File: src/rtl/axi_rd_pkg.sv
// -----------------------------------------------------------------------------
// axi_rd_pkg
// Shared definitions for the AXI-Lite read-burst engine:
//   - FSM state encoding (IDLE / ADDR / DATA / FIN)
//   - AXI read response codes
//   - byte_shift(): converts a word index into a byte address shift for a
//     given data width (2 for 32-bit words, 3 for 64-bit words)
// No ports; imported by axi_read_burst and axi_rd_outreg.
// -----------------------------------------------------------------------------
package axi_rd_pkg;

  typedef logic [1:0] state_t;

  localparam state_t ST_IDLE = 2'd0;
  localparam state_t ST_ADDR = 2'd1;
  localparam state_t ST_DATA = 2'd2;
  localparam state_t ST_FIN  = 2'd3;

  localparam logic [1:0] RESP_OKAY   = 2'b00;
  localparam logic [1:0] RESP_SLVERR = 2'b10;
  localparam logic [1:0] RESP_DECERR = 2'b11;

  function automatic int byte_shift(input int data_w);
    return $clog2(data_w / 8);
  endfunction

endpackage

File: src/rtl/axi_rd_outreg.sv
// -----------------------------------------------------------------------------
// axi_rd_outreg
// One-entry valid/ready holding register for the read-data stream.
// The entry can be refilled in the same cycle it is drained, so a burst with
// out_ready held high streams one word per accepted beat.
// Ports:
//   clk, rst              clock, synchronous active-high reset
//   in_data, in_valid     word offered by the burst engine
//   in_ready              register can take a word this cycle
//   out_data, out_valid   held word towards the consumer
//   out_ready             consumer accepts the held word
// -----------------------------------------------------------------------------
module axi_rd_outreg
  import axi_rd_pkg::*;
#(
  parameter int DATA_W = 32
) (
  input  logic              clk,
  input  logic              rst,
  input  logic [DATA_W-1:0] in_data,
  input  logic              in_valid,
  output logic              in_ready,
  output logic [DATA_W-1:0] out_data,
  output logic              out_valid,
  input  logic              out_ready
);

  // Free when empty, or when the held word leaves this very cycle.
  assign in_ready = !out_valid || out_ready;

  always_ff @(posedge clk) begin
    if (rst) begin
      out_valid <= 1'b0;
      out_data  <= '0;
    end else if (in_valid && in_ready) begin
      out_valid <= 1'b1;
      out_data  <= in_data;
    end else if (out_ready) begin
      out_valid <= 1'b0;
    end
  end

endmodule

File: src/rtl/axi_read_burst.sv
// -----------------------------------------------------------------------------
// axi_read_burst
// Reads `count` consecutive words starting at word index `base_idx` over an
// AXI-Lite read channel, one transaction at a time, and streams the returned
// words out through a one-entry valid/ready register.
//
// Build option:
//   AXI_RD_ERR_ABORT_EN  when defined, a beat with a non-OKAY response is
//                        dropped and the rest of the burst is skipped; when
//                        undefined, error beats are forwarded and the burst
//                        runs to completion. err is sticky in both builds.
//
// Ports:
//   clk, rst                      clock, synchronous active-high reset
//   start, base_idx, count        burst request (sampled only while idle)
//   busy, done, err               status: busy level, done pulse, sticky error
//   out_data, out_valid, out_ready  read-data stream
//   arg_0_s_axil_ar*              AXI-Lite read address channel (master side)
//   arg_0_s_axil_r*               AXI-Lite read data channel (master side)
// -----------------------------------------------------------------------------
module axi_read_burst
  import axi_rd_pkg::*;
#(
  parameter int DATA_W = 32,
  parameter int ADDR_W = 16,
  parameter int CNT_W  = 8
) (
  input  logic              clk,
  input  logic              rst,
  input  logic              start,
  input  logic [ADDR_W-1:0] base_idx,
  input  logic [CNT_W-1:0]  count,
  output logic              busy,
  output logic              done,
  output logic              err,
  output logic [DATA_W-1:0] out_data,
  output logic              out_valid,
  input  logic              out_ready,
  output logic [ADDR_W-1:0] arg_0_s_axil_araddr,
  output logic [2:0]        arg_0_s_axil_arprot,
  output logic              arg_0_s_axil_arvalid,
  input  logic              arg_0_s_axil_arready,
  input  logic [DATA_W-1:0] arg_0_s_axil_rdata,
  input  logic [1:0]        arg_0_s_axil_rresp,
  input  logic              arg_0_s_axil_rvalid,
  output logic              arg_0_s_axil_rready
);

  localparam int SHIFT = byte_shift(DATA_W);

  state_t            state;
  logic [ADDR_W-1:0] base_r;
  logic [CNT_W-1:0]  count_r;
  logic [CNT_W-1:0]  i_r;
  logic [CNT_W-1:0]  i_next;
  logic [ADDR_W-1:0] word_idx;
  logic              reg_in_ready;
  logic              reg_in_valid;
  logic              beat_fire;
  logic              beat_err;

  assign busy     = (state != ST_IDLE);
  assign i_next   = i_r + 1'b1;

  // Word index wraps modulo 2^ADDR_W before being scaled to a byte address;
  // the shift then drops the top bits, giving the required address wrap.
  assign word_idx = base_r + ADDR_W'(i_r);

  // Address and valid are pure functions of registered state, so they stay
  // stable for the whole ADDR stall and read zero everywhere else.
  assign arg_0_s_axil_arvalid = (state == ST_ADDR);
  assign arg_0_s_axil_araddr  = (state == ST_ADDR) ? (word_idx << SHIFT) : '0;
  assign arg_0_s_axil_arprot  = 3'b000;

  // Only take a beat when the holding register can absorb it.
  assign arg_0_s_axil_rready = (state == ST_DATA) && reg_in_ready;
  assign beat_fire           = arg_0_s_axil_rvalid && arg_0_s_axil_rready;
  assign beat_err            = (arg_0_s_axil_rresp != RESP_OKAY);

`ifdef AXI_RD_ERR_ABORT_EN
  assign reg_in_valid = beat_fire && !beat_err;
`else
  assign reg_in_valid = beat_fire;
`endif

  axi_rd_outreg #(
    .DATA_W(DATA_W)
  ) u_outreg (
    .clk      (clk),
    .rst      (rst),
    .in_data  (arg_0_s_axil_rdata),
    .in_valid (reg_in_valid),
    .in_ready (reg_in_ready),
    .out_data (out_data),
    .out_valid(out_valid),
    .out_ready(out_ready)
  );

  // Burst sequencer: one address phase, then one data phase, per word.
  // done is registered so it pulses in the first IDLE cycle after FIN.
  always_ff @(posedge clk) begin
    if (rst) begin
      state   <= ST_IDLE;
      base_r  <= '0;
      count_r <= '0;
      i_r     <= '0;
      err     <= 1'b0;
      done    <= 1'b0;
    end else begin
      done <= 1'b0;
      case (state)
        ST_IDLE: begin
          if (start) begin
            base_r  <= base_idx;
            count_r <= count;
            i_r     <= '0;
            err     <= 1'b0;
            state   <= (count == '0) ? ST_FIN : ST_ADDR;
          end
        end
        ST_ADDR: begin
          if (arg_0_s_axil_arready) begin
            state <= ST_DATA;
          end
        end
        ST_DATA: begin
          if (beat_fire) begin
            i_r <= i_next;
            if (beat_err) begin
              err <= 1'b1;
            end
`ifdef AXI_RD_ERR_ABORT_EN
            if (beat_err) begin
              state <= ST_FIN;
            end else if (i_next < count_r) begin
              state <= ST_ADDR;
            end else begin
              state <= ST_FIN;
            end
`else
            if (i_next < count_r) begin
              state <= ST_ADDR;
            end else begin
              state <= ST_FIN;
            end
`endif
          end
        end
        ST_FIN: begin
          // Hold completion until the last word has left the register.
          if (!out_valid) begin
            done  <= 1'b1;
            state <= ST_IDLE;
          end
        end
        default: state <= ST_IDLE;
      endcase
    end
  end

endmodule
File: config.mk
export PLATFORM = sky130hd
export DESIGN_NAME = axi_read_burst
export DESIGN_NICKNAME = d
export VERILOG_FILES = /design/src/rtl/axi_rd_pkg.sv /design/src/rtl/axi_rd_outreg.sv /design/src/rtl/axi_read_burst.sv
export SDC_FILE = /design/constraint.sdc
export NUM_CORES = 1
export LEC_CHECK = 0
export BUFFER_PORTS_ARGS = -buffer_cell sky130_fd_sc_hd__buf_2
export CORE_MARGIN = 2
export CORE_UTILIZATION = 30
export DETAILED_ROUTE_END_ITERATION = 12
export PLACE_DENSITY_LB_ADDON = 0.12
export SYNTH_ARGS = -nofsm -noshare
export SYNTH_HDL_FRONTEND = slang
export SYNTH_HIERARCHICAL = 1
export SYNTH_SLANG_ARGS = --single-unit
File: constraint.sdc
create_clock -name clk -period 5.4 [get_ports clk]
set_clock_uncertainty 0.15 [all_clocks]
set_input_delay 0.27 -clock clk [delete_from_list [all_inputs] [get_ports clk]]
set_output_delay 0.27 -clock clk [all_outputs]
set_load 0.005 [all_outputs]
==> impl_results.md <==
* Hold buffer count at CTS at 0
* R2R cell count at 6
* Dominant synthesized flop cell: dfxtp_1
* Pint at 1.02 mW
* Psw at 366 uW
* Final net count at 610
* DRT Pass-1 Iters at 4
* Via count at 3221
* Switching Fraction at 26.5%
* Die W at 114 um
* Status: finished, final reports clean
* Initial antenna violation count at 0
* Final-report hold violation count at 0
* Vias per Instance at 4.73
* Tot Pwr at 1.38 mW
* Final worst-path cycle share at 60.4%
* Max Clk Rate at 0.307 GHz
* GR Overflow Total at 0
* Start of the worst register-to-register path: u_outreg/out_valid
* Clock share of power at 46.1%
* Reg2reg setup slack at 2140 ps
* Die Area at 12900 um2
* Final ANT Viol Nets at 0
* Top-count cell post-synth: dfxtp_1
* Clock Pin Slew Worst Setup and Hold Paths at 60 ps
* Post-synthesis instance area at 3610 um2
* Post-CTS Resized at 0
* Worst-skew pair later-pin latency at 320 ps
* Dpl hpwl at 6.34 mm
* Post-synth EDFFs at 0
* Leak at 2.02 nW
* Die Y at 114 um
* Synth Instances at 433
* Starting Density at 30.5%
* Syn. warnings at 6
* Distinct cells, synth at 55
* Comb power frac at 14.5%
* Hold endpoint: u_outreg/out_data[27]
* Row count at 40
* Boundary Pins at 121
* First-pass GRT wire length at 14.8 mm
* Worst setup path class: reg -> reg
* Startpoint types: flop
* Port buffer count at 113
* Worst Path Required at 5430 ps
* Area growth from synthesis to layout at 25.6%
* Critical Path End Type: flop
* Min-delay src: arg_0_s_axil_rdata[27]
* Syn Area/Cell at 8.34 um2
* Final Max Slew Viols at 0
* Routed len/inst at 13.4 um
* Yosys reg bits at 67
* H-tree levels at 3
* Diode count at 0
* RR Endpoint: u_outreg/out_data[6]
* Vias in the first global route at 2998
* Worst-Margin Slew at 866 ps
* Async set or reset register ratio after synthesis at 0%
* Commonest cells in the netlist: dfxtp_1, a21oi_1, nand2_1
* Area leader, netlist: dfxtp_1
* Iteration-0 DRC Markers at 161
* Worst Path Max Fanout at 67
* Largest net degree at the start of global routing at 68
* Setup TNS at 0 ps
* Peak VDD IR at 156 uV
* DR DRC count at 0
* Register area share after synthesis at 37.1%
* # Post-CTS Setup Buffers at 0
* Final setup fails at 0
* TritonCTS Buffers at 9
* Layout cells sized above 1 at 33.3%
* Ranking of synthesized cells by area: dfxtp_1, a21oi_1, a21bo_2
* Worst min path class: in -> reg
* GPL Wtd Cong at 0.749
* Clock net sink count at 67
* CP arrival at 3290 ps
* Total GRT Usage at 14.2%
* Cell Pwr Density at 305 nW/um2
* Largest buffer count on any clock path at 2
* Hold-critical path depth at 3
* CTS root buf: clkbuf_16
* Fin crit period at 3260 ps
* Final WL at 9.09 mm
* Synth top area share at 37.1%
* Maxcap violations at 0
* Reg power frac at 39.4%
* CTS tree: built
* RSZ-0062 raised after global routing: false
* Slew headroom at 42.3%
* Core ar. at 11900 um2
-- worst max-delay path by stage --
stage | startpoint | to | slack (ps) | depth (start not counted)
2_1_floorplan | i_r[0] | arg_0_s_axil_araddr[12] | 3010 | 8
3_3_place_gp | out_ready | u_outreg/out_data[15] | 2090 | 7
3_5_place_dp | out_ready | u_outreg/out_data[5] | 2060 | 7
4_1_cts | u_outreg/out_valid | u_outreg/out_data[12] | 2080 | 6
5_1_grt | u_outreg/out_valid | u_outreg/out_data[30] | 1830 | 6
6_report | u_outreg/out_valid | u_outreg/out_data[6] | 2140 | 6
-- power groups by stage --
stage	Sequential (mW)	Clock (mW)	Combinational, mW
after floorplan	0.552	0	0.139
after CTS	0.545	0.653	0.205
after global routing	0.548	0.673	0.231
after detailed placement	0.555	0	0.204
final	0.544	0.637	0.201
after global placement	0.555	0	0.202
-- layer usage --
layer,vias to the layer above,track usage [%],part of all wire (%)
met5,-,0,0
met4,0,3.90,0.63
met3,4,4.30,6.3
met2,82,20.4,42
met1,1447,20.5,51
li1,1688,-,-
-- flip-flops by register name, indices dropped and copies added, names as in the netlist --
name and cells:
base_r 14, count_r 8, done 1, err 1, i_r 8, state 2, u_outreg/out_data 32, u_outreg/out_valid 1
-- cell usage in the layout, fill, tap and decap left out, types with 2 or more instances in the layout --
master      synthesis  final
nand2b_1            2      2
xor2_1              6      6
a21oi_1            62     62
bufinv_16           0      2
nor2_1             27     27
and2_1              2      2
conb_1              1      5
buf_4               5      2
a21bo_2            26     26
a21boi_0            2      2
buf_2              15    113
or4_1               2      2
nor3_1              5      5
and2b_2             2      2
a21o_1              5      5
clkbuf_16           0      9
inv_1              19     18
nand2_1            50     50
a211oi_1            2      2
clkinv_4            0      2
clkinvlp_4          0      2
o21ai_0            10     10
o211ai_1            4      4
dfxtp_1            67     67
xnor2_1             7      7
o21ai_1             2      2
a21bo_1             6      6
and3_1              3      3
a31oi_1             2      2
ha_1               16     16
a21oi_2             6      6
a22oi_1             3      3
nand3_1            37     37
-- critical path, stage by stage, from the launching register on --
cell,delay (ps)
dfxtp_1,350
nand2b_4,530
nand4b_1,690
inv_2,660
buf_4,470
a21bo_2,190
a21oi_1,60
-- area by class of cell --
type                       instances  area [um2]
sequential                        67        1340
inverter                          19        71.3
timing repair buffer             115         581
fill                            1245        7320
clock inverter                     7         101
clock buffer                       9         225
tap                              147         184
multi-input combinational        317        2030
-- logic make-up (layout without fill, tap and decap cells) --
family / Yosys count / in the layout / share of synthesized area, %
AND/OR/NAND/NOR: 143 / 143 / 19.0
AO/OA/AOI/OAI: 138 / 138 / 27.1
flip-flops: 67 / 67 / 37.1
buffers and inverters: 53 / 150 / 7.00
adder cells (fa/ha/maj): 17 / 17 / 6.10
XOR/XNOR: 14 / 14 / 3.60
other: 1 / 5 / 0.104
-- metrics by stage --
| stage | cell area (um2) | setup slack (ps) | hold slack (ps) | cells | util [%] |
|---|---|---|---|---|---|
| final | 4540 | 2140 | 44.0 | 681 | 38.2 |
| after global placement | 4210 | 2090 | 297 | 665 | 35.5 |
| after floorplan | 3630 | 3010 | 256 | 437 | - |
| after detailed placement | 4210 | 2060 | 298 | 665 | 35.5 |
| after global routing | 4540 | 1830 | 34.6 | 681 | 38.2 |
| after CTS | 4540 | 2080 | 31.3 | 681 | 38.2 |
(Power assumes the default switching activity.)
